===== src/rtl/cpu_controller.sv =====
// Instruction register, decoder and control FSM for the Simple RISC Machine datapath.
// All outputs are Moore: decoded from the state register and IR only.
//
// state     | meaning
// WAIT      | idle, w=1, IR loadable, s starts execution
// DECODE    | classify IR and branch
// GET_A     | read Rn into A
// GET_B     | read Rm into B
// EXEC      | ALU operation, load C (or status for CMP)
// WRITE_REG | write C back to Rd
// WRITE_IMM | write sximm8 to Rn
module cpu_controller (
  input  logic        clk,
  input  logic        rst_n,
  input  logic [15:0] in,
  input  logic        load,
  input  logic        s,
  output logic        w,
  output logic [2:0]  readnum,
  output logic [2:0]  writenum,
  output logic        write,
  output logic        loada,
  output logic        loadb,
  output logic        loadc,
  output logic        loads,
  output logic        asel,
  output logic        bsel,
  output logic        vsel,
  output logic [1:0]  shift,
  output logic [1:0]  ALUop,
  output logic [15:0] sximm8
);

  localparam logic [2:0] WAIT      = 3'd0;
  localparam logic [2:0] DECODE    = 3'd1;
  localparam logic [2:0] GET_A     = 3'd2;
  localparam logic [2:0] GET_B     = 3'd3;
  localparam logic [2:0] EXEC      = 3'd4;
  localparam logic [2:0] WRITE_REG = 3'd5;
  localparam logic [2:0] WRITE_IMM = 3'd6;

  logic [2:0]  state, state_nxt;
  logic [15:0] ir;

  logic [2:0] opcode, rn, rd, rm;
  logic [1:0] op;
  logic       is_mov_imm, is_mov_reg, is_alu, is_mvn, is_cmp;

  assign opcode = ir[15:13];
  assign op     = ir[12:11];
  assign rn     = ir[10:8];
  assign rd     = ir[7:5];
  assign rm     = ir[2:0];

  assign is_mov_imm = (opcode == 3'b110) && (op == 2'b10);
  assign is_mov_reg = (opcode == 3'b110) && (op == 2'b00);
  assign is_alu     = (opcode == 3'b101);
  assign is_mvn     = is_alu && (op == 2'b11);
  assign is_cmp     = is_alu && (op == 2'b01);

  assign shift  = ir[4:3];
  assign sximm8 = {{8{ir[7]}}, ir[7:0]};

  always_ff @(posedge clk) begin
    if (!rst_n) begin
      state <= WAIT;
      ir    <= 16'h0000;
    end else begin
      state <= state_nxt;
      if (state == WAIT && load)
        ir <= in;
    end
  end

  // Decode sees the IR already updated when load and s arrive together.
  always_comb begin
    state_nxt = state;
    case (state)
      WAIT:      if (s) state_nxt = DECODE;
      DECODE: begin
        if (is_mov_imm)                state_nxt = WRITE_IMM;
        else if (is_mov_reg || is_mvn) state_nxt = GET_B;
        else if (is_alu)               state_nxt = GET_A;
        else                           state_nxt = WAIT;
      end
      GET_A:     state_nxt = GET_B;
      GET_B:     state_nxt = EXEC;
      EXEC:      state_nxt = is_cmp ? WAIT : WRITE_REG;
      WRITE_REG: state_nxt = WAIT;
      WRITE_IMM: state_nxt = WAIT;
      default:   state_nxt = WAIT;
    endcase
  end

  always_comb begin
    w        = 1'b0;
    readnum  = 3'd0;
    writenum = 3'd0;
    write    = 1'b0;
    loada    = 1'b0;
    loadb    = 1'b0;
    loadc    = 1'b0;
    loads    = 1'b0;
    asel     = 1'b0;
    bsel     = 1'b0;
    vsel     = 1'b0;
    ALUop    = 2'b00;
    case (state)
      WAIT:  w = 1'b1;
      GET_A: begin
        readnum = rn;
        loada   = 1'b1;
      end
      GET_B: begin
        readnum = rm;
        loadb   = 1'b1;
      end
      EXEC: begin
        asel  = is_mov_reg || is_mvn;
        ALUop = is_mov_reg ? 2'b00 : op;
        if (is_cmp) loads = 1'b1;
        else        loadc = 1'b1;
      end
      WRITE_REG: begin
        writenum = rd;
        write    = 1'b1;
      end
      WRITE_IMM: begin
        writenum = rn;
        vsel     = 1'b1;
        write    = 1'b1;
      end
      default: ;
    endcase
  end

endmodule


===== config.mk =====
export PLATFORM = sky130hd
export DESIGN_NAME = cpu_controller
export DESIGN_NICKNAME = d
export VERILOG_FILES = /design/src/rtl/cpu_controller.sv
export SDC_FILE = /design/constraint.sdc
export NUM_CORES = 1
export LEC_CHECK = 0
export CELL_PAD_IN_SITES_DETAIL_PLACEMENT = 1
export CELL_PAD_IN_SITES_GLOBAL_PLACEMENT = 2
export CORE_MARGIN = 2
export CORE_UTILIZATION = 22
export CTS_CLUSTER_SIZE = 20
export DETAILED_ROUTE_END_ITERATION = 10
export GPL_ROUTABILITY_DRIVEN = 1
export GPL_TIMING_DRIVEN = 0
export PLACE_DENSITY = 0.89
export SETUP_SLACK_MARGIN = 0.3
export SLEW_MARGIN = 20
export SYNTH_ARGS = -nofsm -noshare
export SYNTH_HDL_FRONTEND = slang
export SYNTH_SLANG_ARGS = --single-unit

===== constraint.sdc =====
create_clock -name clk -period 3.6 [get_ports clk]
set_input_delay 0.36 -clock clk [delete_from_list [all_inputs] [get_ports clk]]
set_output_delay 0.36 -clock clk [all_outputs]
set_load 0.02 [all_outputs]

After elaboration in Yosys (flattened, before gate mapping)
Index checks and enable logic that the tools add are counted.
{ "totals": {"ff_bits": 19, "in_bits": 20, "out_inout_bits": 35, "word_cells": 43} }
{ "op_classes": {"n_eq_ne": 12, "muxes": 20, "reduce_logical": 9} }
{ "op_table": {"columns": ["op", "n"], "rows": [
  ["$eq 3x3->1 const B", 5],
  ["$pmux 3 s5", 1],
  ["$pmux 3 s2", 2],
  ["$mux 1", 10],
  ["$mux 3", 3],
  ["$mux 2", 4],
  ["$eq 3x2->1 const B", 2],
  ["$logic_and 1x1->1", 5],
  ["$eq 2x2->1 const B", 2],
  ["$eq 3x1->1 const B", 1],
  ["$logic_not 3->1", 1],
  ["$eq 2x1->1 const B", 1],
  ["$logic_not 2->1", 1],
  ["$ne 2x2->1 const B", 1],
  ["$reduce_or 2->1", 1],
  ["$logic_or 1x1->1", 1]
]} }

Logic depth before layout (Yosys ltp)
Gate-level depths: netlist of run 1.
{ "logic_depth": {"ltp_word": 6, "mapped_depth": 6, "depth_no_buf": 4} }

Least setup slack after synthesis of run 1
No wires, ideal clock.
{ "synth_path": {"path_kind": "reg-to-reg", "start": "register state[2]", "end": "register ir[0]", "setup_time_ns": 0.116, "arrival_ns": 1.563, "t_required_ns": 3.484, "slack_ns": 1.921, "stages_incl_launch_ff": 6, "n_path_buf": 1, "synth_period_minus_slack_ns": 1.679, "path_cell_list": "dfxtp_1 -> nor3_1 -> nand2_1 -> clkbuf_1 -> nand2_1 -> a21boi_1"} }
{ "synth_via": {"elab_chain_cells": 2} }
{ "synth_rtl": {"columns": ["element", "line_no", "source"], "rows": [
  ["start, declared", "42", "logic [2:0] state, state_nxt;"],
  ["start signal, assigned", "69", "state <= state_nxt;"],
  ["$logic_not 3->1", "70", "if (state == WAIT && load)"],
  ["$logic_and 1x1->1", "70", null],
  ["end signal, assigned", "71", "ir <= in;"],
  ["end, declared", "43", "logic [15:0] ir;"]
]} }
No other way between the ends.
A chain may end at the register's enable or synchronous reset.

Worst setup path after layout of run 1
{ "layout_path": {"start": "register state[1]", "end": "output writenum[1]"} }
{ "layout_via": {"elab_chain_cells": 2, "word_cells_on_any_way": 3, "classes_between": "eq/ne: 2; mux: 1"} }
{ "layout_rtl": {"columns": ["element", "line_no", "source"], "rows": [
  ["$eq 3x3->1", "108", "case (state)"],
  ["$pmux 3 s2 *", "108", null],
  ["end, declared", "20", "output logic [2:0] writenum,"]
]} }
Mark *: on every way between the ends. The rest lies on a longest branch, timed or not.

==> results.sh, run 1 <==
export IMPL_outcome="completed"
export IMPL_synth_flop_cell="dfxtp_1"
export IMPL_final_instance_count_excl_fill=251
export IMPL_ant_nets=0
export IMPL_nets=218
export IMPL_route_detailed_wl_per_inst_um=11.9
export IMPL_switching_share_pct=27.6
export IMPL_pin_count=55
export IMPL_wirelength_um=2990
export IMPL_fmax_ghz=0.423
export IMPL_holdBufCountCts=0
export IMPL_gpl_final_weighted_congestion=0.754
export IMPL_path_cells="nor2b_1 -> a22oi_1 -> nor2b_1 -> clkdlybuf4s50_1"
export IMPL_p_int_uw=370
export IMPL_largest_net_degree_at_the_start_of_global_routing=12
export IMPL_synth_fp_nets=160
export IMPL_synth_largest_type_area_fraction_pct=35.6
export IMPL_clock_root_buffer="clkbuf_8"
export IMPL_antenna_violations_before_repair=0
export IMPL_numPlacedInstances=247
export IMPL_first_global_vias=1052
export IMPL_design_die_area_um2=5420
export IMPL_crit_path_frequent_cell="nor2b_1"
export IMPL_synth_warnings=0
export IMPL_num_vias=1088
export IMPL_whs_ps=479
export IMPL_power_per_cell_area_nw_per_um2=299
export IMPL_min_to="ir[4]"
export IMPL_timing_hold_worst_class="flip-flop to flip-flop"
export IMPL_cp_max_fo=9
export IMPL_clock_tree_buffer_depth=2
export IMPL_synthArstFlopShare_pct=0
export IMPL_met2_use_gr_pct=18.2
export IMPL_final_min_period_over_clock_period_pct=65.7
export IMPL_worst_r2r_cell_count=5
export IMPL_post_cts_resize_count=0
export IMPL_core_area_um2=4690
export IMPL_unique_masters_post_synth=26
export IMPL_synth_cells_most_frequent="nand2_1, buf_4, dfxtp_1"
export IMPL_synth_area_per_cell_um2=7.62
export IMPL_r2r_start="state[2]"
export IMPL_insertedDiodeCount=0
export IMPL_critical_r2r_capture="ir[1]"
export IMPL_setup_tns_ps=0
export IMPL_avgViaCountPerCell=4.33
export IMPL_nFillCells=571
export IMPL_clk_transition_reported_paths_ps=70
export IMPL_power_frac_seq_pct=45.8
export IMPL_drt_pass1_iterations=4
export IMPL_post_detailed_route_drc_marker_count=0
export IMPL_final_setup_skew_ps=1.67
export IMPL_cts_tree="done"
export IMPL_critPathCaptureType="output pin"
export IMPL_dp_hpwl_um=2350
export IMPL_rsz0062_at_grt="false"
export IMPL_gr_usage_met3_pct=3.29
export IMPL_period_needed_ps=2360
export IMPL_grt_use_met1_pct=16.3
export IMPL_clock_net_sink_count=19
export IMPL_groute_usage_overall_pct=12.1
export IMPL_row_count=25
export IMPL_worst_skew_late_latency_ps=260
export IMPL_p_clk_share_pct=30.2
export IMPL_fp_dieH_um=73.7
export IMPL_grt_first_pass_wirelength_um=4960
export IMPL_cells_on_worst_hold_path=2
export IMPL_synth_seq_area_share_pct=35.6
export IMPL_crit_path_top_delay_cell="clkdlybuf4s50_1"
export IMPL_comb_power_share_pct=24.0
export IMPL_cts_buffers=3
export IMPL_synthesis_instances=140
export IMPL_grt_overflow=0
export IMPL_syn_cell_area_um2=1070
export IMPL_final_hold_viols=0
export IMPL_ys_seq_elements=19
export IMPL_required_ps=3240
export IMPL_path_class="flip-flop to output pin"
export IMPL_maxCapViolCount=0
export IMPL_synth_area_leaders="dfxtp_1, buf_4, nand2_1, a21boi_1, nor2b_1"
export IMPL_critPathArrivalTime_ps=2000
export IMPL_sw_power_uw=141
export IMPL_syn_to_final_growth_pct=60.3
export IMPL_power_ir_vdd_worst_v=0.000114
export IMPL_place_port_buffers=53
export IMPL_maxSlewViolCount=0
export IMPL_htree_num_levels=1
export IMPL_post_route_cells_drive_above_1_share_pct=12.7
export IMPL_critical_path_max_stage_delay_ps=620
export IMPL_leakage_nw=0.663
export IMPL_worst_hold_startpoint="ir[4]"
export IMPL_setup_viol=0
export IMPL_drt_first_iter_violations=63
export IMPL_starting_density_pct=22.7
export IMPL_library_cell_with_the_largest_summed_area_after_synthesis="dfxtp_1"
export IMPL_count_of_flip_flops_with_a_built_in_enable_after_synthesis=0
export IMPL_dieWidth_um=73.7
export IMPL_reg2reg_slack_ps=2040
export IMPL_cp_start_kind="flip-flop"
export IMPL_grt_busiest_layer="met2"
export IMPL_synthMostInstantiatedCell="nand2_1"
export IMPL_postCtsSetupBuffers=0
state kept, by name, indices dropped and copies added, names as in the netlist:
signal	flops
state	3
ir	16
critical path: cells and delay by family, from the launching register on:
| kind | cells | cell delay [ps] |
|---|---|---|
| buffers and inverters | 1 | 620 |
| AOI/OAI and AO/OA | 1 | 160 |
| DFF | 1 | 440 |
| and+or+nand+nor | 2 | 520 |
power by group through the flow:
stage | logic (mW) | registers, mW | clock network, mW
2_1_floorplan | 0.0690 | 0.235 | 0
3_3_place_gp | 0.123 | 0.239 | 0
3_5_place_dp | 0.124 | 0.239 | 0
4_1_cts | 0.125 | 0.235 | 0.158
5_1_grt | 0.135 | 0.237 | 0.171
6_report | 0.123 | 0.234 | 0.154
worst max path at each step:
| stage | start | end | slack [ps] |
|---|---|---|---|
| floorplan | state[2] | ir[0] | 1920 |
| global placement | state[1] | writenum[1] | 1500 |
| detailed placement | state[1] | writenum[0] | 1510 |
| CTS | state[1] | writenum[0] | 1220 |
| global route | state[1] | writenum[1] | 1040 |
| finish | state[1] | writenum[1] | 1240 |
logic make-up after synthesis:
family                 share of synthesized area [%]
AND/OR/NAND/NOR                                 27.0
flip-flops                                      35.6
AO/OA/AOI/OAI                                   20.8
buffers and inverters                           16.3
other                                          0.351
layout make-up:
class / instances / area, µm² / share of cell area [%]
multi-input cells: 95 / 513 / 30.0
inverters: 2 / 7.51 / 0.439
well taps: 54 / 67.6 / 3.95
plain buffers: 24 / 166 / 9.73
flip-flops and latches: 19 / 380 / 22.2
repair buffers: 53 / 531 / 31.0
clock buffers: 4 / 45.0 / 2.63
routing by layer:
metal | share of wire, % | wire length (µm) | vias to the layer above
li1 | - | - | 557
met1 | 46 | 1380 | 484
met2 | 44 | 1330 | 42
met3 | 7.7 | 230 | 5
met4 | 1.7 | 51 | 0
met5 | 0 | 0 | -
metrics by stage:
step / setup slack [ps] / total power [mW] / cell area, µm² / utilization (%)
6_report: 1240 / 0.511 / 1710 / 36.5
5_1_grt: 1040 / 0.543 / 1710 / 36.5
4_1_cts: 1220 / 0.518 / 1710 / 36.5
3_5_place_dp: 1510 / 0.364 / 1670 / 35.5
3_3_place_gp: 1500 / 0.362 / 1670 / 35.5
2_1_floorplan: 1920 / 0.304 / 1070 / -
layout by cell type (no fill, tap or decap), types with 2 or more instances in the layout:
master and instances:
nand2_1 36, and2_1 4, clkbuf_1 4, nand3_1 2
clkbuf_8 3, inv_1 2, a21boi_1 16, a22oi_1 3
a21oi_1 3, nor3_1 2, buf_4 20, and3_1 2
nor2b_1 6, nor2_1 6, a22o_1 3, o21ai_0 3
dfxtp_1 19, clkdlybuf4s50_1 53
Note: power is estimated with default switching activity, not from simulation.
==> run 2: changes to the inputs <==
--- a/config.mk
+++ b/config.mk
@@ -8,12 +8,12 @@
 export CELL_PAD_IN_SITES_DETAIL_PLACEMENT = 1
 export CELL_PAD_IN_SITES_GLOBAL_PLACEMENT = 2
 export CORE_MARGIN = 2
-export CORE_UTILIZATION = 22
+export CORE_UTILIZATION = 18
 export CTS_CLUSTER_SIZE = 20
 export DETAILED_ROUTE_END_ITERATION = 10
 export GPL_ROUTABILITY_DRIVEN = 1
 export GPL_TIMING_DRIVEN = 0
-export PLACE_DENSITY = 0.89
+export PLACE_DENSITY = 0.79
 export SETUP_SLACK_MARGIN = 0.3
 export SLEW_MARGIN = 20
 export SYNTH_ARGS = -nofsm -noshare
==> constraint.sdc (replaced) <==
create_clock -name clk -period 2.09 [get_ports clk]
set_input_delay 0.209 -clock clk [delete_from_list [all_inputs] [get_ports clk]]
set_output_delay 0.209 -clock clk [all_outputs]
set_load 0.02 [all_outputs]
==> results.sh, run 2 (synthesis gave the netlist of run 1 again) <==
export IMPL_outcome="completed"
export IMPL_fp_dieH_um=81
export IMPL_critical_path_max_stage_delay_ps=400
export IMPL_leading_cell_type_in_the_layout_fill_and_taps_excluded="clkdlybuf4s50_1"
export IMPL_regMostFlops="ir"
export IMPL_clk_transition_reported_paths_ps=70
export IMPL_gpl_final_weighted_congestion=0.719
export IMPL_core_area_um2=5820
export IMPL_pin_count=55
export IMPL_maxSlewViolCount=0
export IMPL_setup_tns_ps=0
export IMPL_cts_buffers=3
export IMPL_route_detailed_wl_per_inst_um=11.7
export IMPL_fmax_ghz=0.588
export IMPL_final_setup_skew_ps=0.688
export IMPL_htree_num_levels=1
export IMPL_cp_start_kind="flip-flop"
export IMPL_final_hold_viols=0
export IMPL_period_needed_ps=1700
export IMPL_antenna_violations_before_repair=0
export IMPL_cts_tree="done"
export IMPL_dieWidth_um=81
export IMPL_clock_net_sink_count=19
export IMPL_first_global_vias=1113
export IMPL_final_min_period_over_clock_period_pct=81.4
export IMPL_wirelength_um=3190
export IMPL_drt_pass1_iterations=4
export IMPL_power_ir_vdd_worst_v=0.000232
export IMPL_insertedDiodeCount=0
export IMPL_drt_first_iter_violations=46
export IMPL_starting_density_pct=18.4
export IMPL_avgViaCountPerCell=4.02
export IMPL_required_ps=1880
export IMPL_cp_buffers_inverters=1
export IMPL_critPathArrivalTime_ps=1490
export IMPL_grt_first_pass_wirelength_um=5360
export IMPL_cp_max_fo=4
export IMPL_row_count=28
export IMPL_worst_path_top_cell_family_by_delay="simple AND/OR/NAND/NOR gates"
export IMPL_timing_hold_worst_class="flip-flop to flip-flop"
export IMPL_num_vias=1094
export IMPL_largest_reg_flops=16
export IMPL_dp_hpwl_um=2450
export IMPL_critPathCaptureType="output pin"
export IMPL_rsz0062_at_grt="false"
export IMPL_largest_net_degree_at_the_start_of_global_routing=12
export IMPL_grt_overflow=0
export IMPL_post_route_cells_drive_above_1_share_pct=23.4
export IMPL_setup_viol=0
export IMPL_crit_path_top_delay_cell="or3b_4"
export IMPL_reg_largest_list="ir (16), state (3)"
export IMPL_post_detailed_route_drc_marker_count=0
export IMPL_syn_to_final_growth_pct=62.4
export IMPL_mostFrequentLayoutCells="clkdlybuf4s50_1, nand2_1, buf_4"
export IMPL_maxCapViolCount=0
export IMPL_ant_nets=0
export IMPL_path_cells="or3b_4 -> o22a_1 -> nor2_1 -> buf_2"
export IMPL_design_die_area_um2=6560
export IMPL_clock_root_buffer="clkbuf_8"
export IMPL_place_port_buffers=53
export IMPL_groute_usage_overall_pct=10.5
export IMPL_power_per_cell_area_nw_per_um2=508
export IMPL_holdBufCountCts=0
export IMPL_path_class="flip-flop to output pin"
export IMPL_leakage_nw=0.735
export IMPL_clock_tree_buffer_depth=2
export IMPL_worst_skew_late_latency_ps=260
export IMPL_nets=218
export IMPL_final_core_util_pct=29.8
export IMPL_postCtsSetupBuffers=0
[run 2: changes by cell type in the layout (fill, tap and decap cells not counted), moves of 3 or more]
cell             change
dlygate4sd2_1        +6
clkdlybuf4s50_1     -16
clkbuf_2             +7
dfxtp_2              +3
dfxtp_1              -4
[run 2: layer usage]
metal,vias up,wire length (µm),GRT usage (%)
met4,0,13,2.54
met2,37,1430,17.0
met3,2,208,2.67
li1,558,-,-
met1,497,1530,13.8
met5,-,0,0
[run 2: final timing paths]
kind / startpoint / endpoint / slack, ps / cells past startpoint
worst max-delay path: ir[14] / asel / 390 / 4
worst min-delay path: ir[8] / ir[8] / 480 / 2
worst max register to register: state[0] / ir[10] / 560 / 5
worst min register to register: ir[8] / ir[8] / 480 / 2
[run 2: timing repair]
action	CTS	global route
gates resized for setup	33	18
hold endpoints to repair	0	0
endpoints found under the setup margin	25	10
[run 2: layout make-up]
type / instances / area [µm²]
Clock buffer: 3 / 41.3
Inverter: 2 / 7.51
Fill cell: 729 / 4080
Sequential cell: 19 / 388
Tap cell: 75 / 93.8
Clock inverter: 1 / 5.00
Buffer: 24 / 170
Multi-Input combinational cell: 95 / 541
Timing Repair Buffer: 53 / 487
[run 2: power by group]
part	switching, mW	internal, mW	total (mW)
Sequential	0.0235	0.383	0.406
Clock	0.128	0.133	0.261
Combinational	0.0921	0.122	0.214
Total	0.244	0.637	0.881
[run 2: metrics by stage]
step | power, mW | hold slack, ps | instances | instance area (µm²) | setup slack [ps]
2_1_floorplan | 0.524 | 344 | 140 | 1070 | 411
3_3_place_gp | 0.625 | 464 | 268 | 1690 | 111
4_1_cts | 0.889 | 483 | 272 | 1750 | 224
3_5_place_dp | 0.627 | 473 | 268 | 1690 | 85.2
6_report | 0.881 | 480 | 272 | 1730 | 389
5_1_grt | 0.933 | 504 | 272 | 1730 | 318
[run 2: worst min-delay path, stage by stage, from the launching register on]
cell and delay, ps:
dfxtp_1 330, nand2_1 60, a21boi_1 50
==> run 3: changes to the inputs <==
==> constraint.sdc (replaced) <==
create_clock -name clk -period 1.5 [get_ports clk]
set_input_delay 0.15 -clock clk [delete_from_list [all_inputs] [get_ports clk]]
set_output_delay 0.15 -clock clk [all_outputs]
set_load 0.02 [all_outputs]
==> results.sh, run 3 (synthesis gave the netlist of run 1 again) <==
export IMPL_critPathArrivalTime_ps=1430
export IMPL_nFillCells=677
export IMPL_place_port_buffers=53
export IMPL_final_setup_skew_ps=2.09
export IMPL_design_die_area_um2=6560
export IMPL_first_global_vias=1253
export IMPL_setup_tns_ps=-135
export IMPL_leakage_nw=1.11
export IMPL_final_min_period_over_clock_period_pct=106
export IMPL_cp_start_kind="flip-flop"
export IMPL_startpoint="ir[14]"
export IMPL_worst_hold_startpoint="in[1]"
export IMPL_grt_first_pass_wirelength_um=6400
export IMPL_ant_nets=0
export IMPL_groute_usage_overall_pct=12.8
export IMPL_num_vias=1257
export IMPL_cts_buffers=3
export IMPL_worst_skew_late_latency_ps=260
export IMPL_maxSlewViolCount=0
export IMPL_outcome="finished, violations left"
export IMPL_finalWorstSetupSlack_ps=-83.6
export IMPL_violations="setup timing"
export IMPL_fin_total_pwr_mw=1.43
export IMPL_timing_hold_worst_class="input port to flip-flop"
export IMPL_starting_density_pct=18.4
export IMPL_cts_tree="done"
export IMPL_htree_num_levels=1
export IMPL_largest_net_degree_at_the_start_of_global_routing=12
export IMPL_clock_net_sink_count=19
export IMPL_grt_overflow=0
export IMPL_mostFrequentLayoutCells="buf_4, buf_6, clkdlybuf4s50_1"
export IMPL_fp_dieH_um=81
export IMPL_leading_cell_type_in_the_layout_fill_and_taps_excluded="buf_4"
export IMPL_setup_viol=5
export IMPL_route_detailed_wl_per_inst_um=14.1
export IMPL_row_count=28
export IMPL_insertedDiodeCount=0
export IMPL_area_sequential_um2=403
export IMPL_syn_to_final_growth_pct=132
export IMPL_rsz0062_at_grt="true"
export IMPL_holdBufCountCts=0
export IMPL_critPathCaptureType="output pin"
export IMPL_gpl_final_weighted_congestion=0.743
export IMPL_drt_pass1_iterations=4
export IMPL_numPlacedInstances=268
export IMPL_cp_max_fo=3
export IMPL_reg_largest_list="ir (16), state (3)"
export IMPL_regMostFlops="ir"
export IMPL_post_detailed_route_drc_marker_count=0
export IMPL_avgViaCountPerCell=4.16
export IMPL_final_instance_count_excl_fill=302
export IMPL_dieWidth_um=81
export IMPL_dp_hpwl_um=2520
export IMPL_fmax_ghz=0.631
export IMPL_period_needed_ps=1580
export IMPL_path_class="flip-flop to output pin"
export IMPL_r2r_start="ir[14]"
export IMPL_pin_count=55
export IMPL_maxCapViolCount=0
export IMPL_drt_first_iter_violations=36
export IMPL_power_per_cell_area_nw_per_um2=579
export IMPL_place_worst_setup_slack_ps=-344
export IMPL_largest_reg_flops=16
export IMPL_multiInputGateArea_um2=878
export IMPL_wirelength_um=4260
export IMPL_clock_root_buffer="clkbuf_8"
export IMPL_clk_transition_reported_paths_ps=80
export IMPL_clock_tree_buffer_depth=2
export IMPL_final_core_util_pct=42.5
export IMPL_power_ir_vdd_worst_v=0.000324
export IMPL_final_hold_viols=0
export IMPL_required_ps=1350
export IMPL_antenna_violations_before_repair=0
export IMPL_post_route_cells_drive_above_1_share_pct=74.0
export IMPL_core_area_um2=5820
export IMPL_nets=248
-- run 3: cell count changes in the layout (fill, tap and decap cells not counted), sizes merged --
| cell | previous run | this run |
|---|---|---|
| clkbuf | 13 | 11 |
| dlymetal6s2s | 1 | 0 |
| clkdlybuf4s50 | 37 | 19 |
| clkdlybuf4s15 | 1 | 3 |
| buf | 22 | 77 |
| dlygate4sd2 | 6 | 0 |
-- run 3: worst paths after layout --
kind               to  cells past startpoint  slack (ps)
min             ir[1]                      3         440
min reg2reg     ir[0]                      2         470
max reg2reg  state[0]                      4          40
max              asel                      4         -80
-- run 3: cell type report --
class | count | area share, %
Inverter | 2 | 0.303
Clock buffer | 3 | 1.67
Clock inverter | 1 | 0.202
Sequential cell | 19 | 16.3
Timing Repair Buffer | 83 | 33.9
Buffer | 24 | 8.30
Tap cell | 75 | 3.79
Multi-Input combinational cell | 95 | 35.5
-- run 3: routing by layer --
metal  GRT usage, %  wire, µm
met2           22.9      2260
met5              0         0
met4           3.05        48
met3           2.67       244
met1           15.6      1710
-- run 3: worst max-delay path, cell delays in order, from the launching register on --
cell     delay [ps]
dfxtp_2         340
or3b_4          380
o22a_1          220
nor2_1           90
buf_4           150
-- run 3: power breakdown --
group,total [mW],internal [mW],leakage [nW],switching [mW]
sequential,0.568,0.531,0.161,0.0370
combinational,0.497,0.278,0.928,0.219
clock,0.367,0.185,0.0255,0.182
total,1.43,0.993,1.11,0.438
-- run 3: what timing repair did --
| action | 4_1_cts | 5_1_grt |
|---|---|---|
| resized for setup | 215 | 72 |
| setup buffers | 22 | 6 |
| pin swaps | 17 | 19 |
| cloned | 2 | 0 |
| endpoints found under the setup margin | 53 | 51 |
| endpoints found under the hold margin | 0 | 0 |
-- run 3: metrics by stage --
| stage | hold WS [ps] | area (µm²) |
|---|---|---|
| 2_1_floorplan | 285 | 1130 |
| 3_3_place_gp | 466 | 1760 |
| 3_5_place_dp | 472 | 1760 |
| 4_1_cts | 443 | 2280 |
| 5_1_grt | 436 | 2470 |
| 6_report | 443 | 2470 |
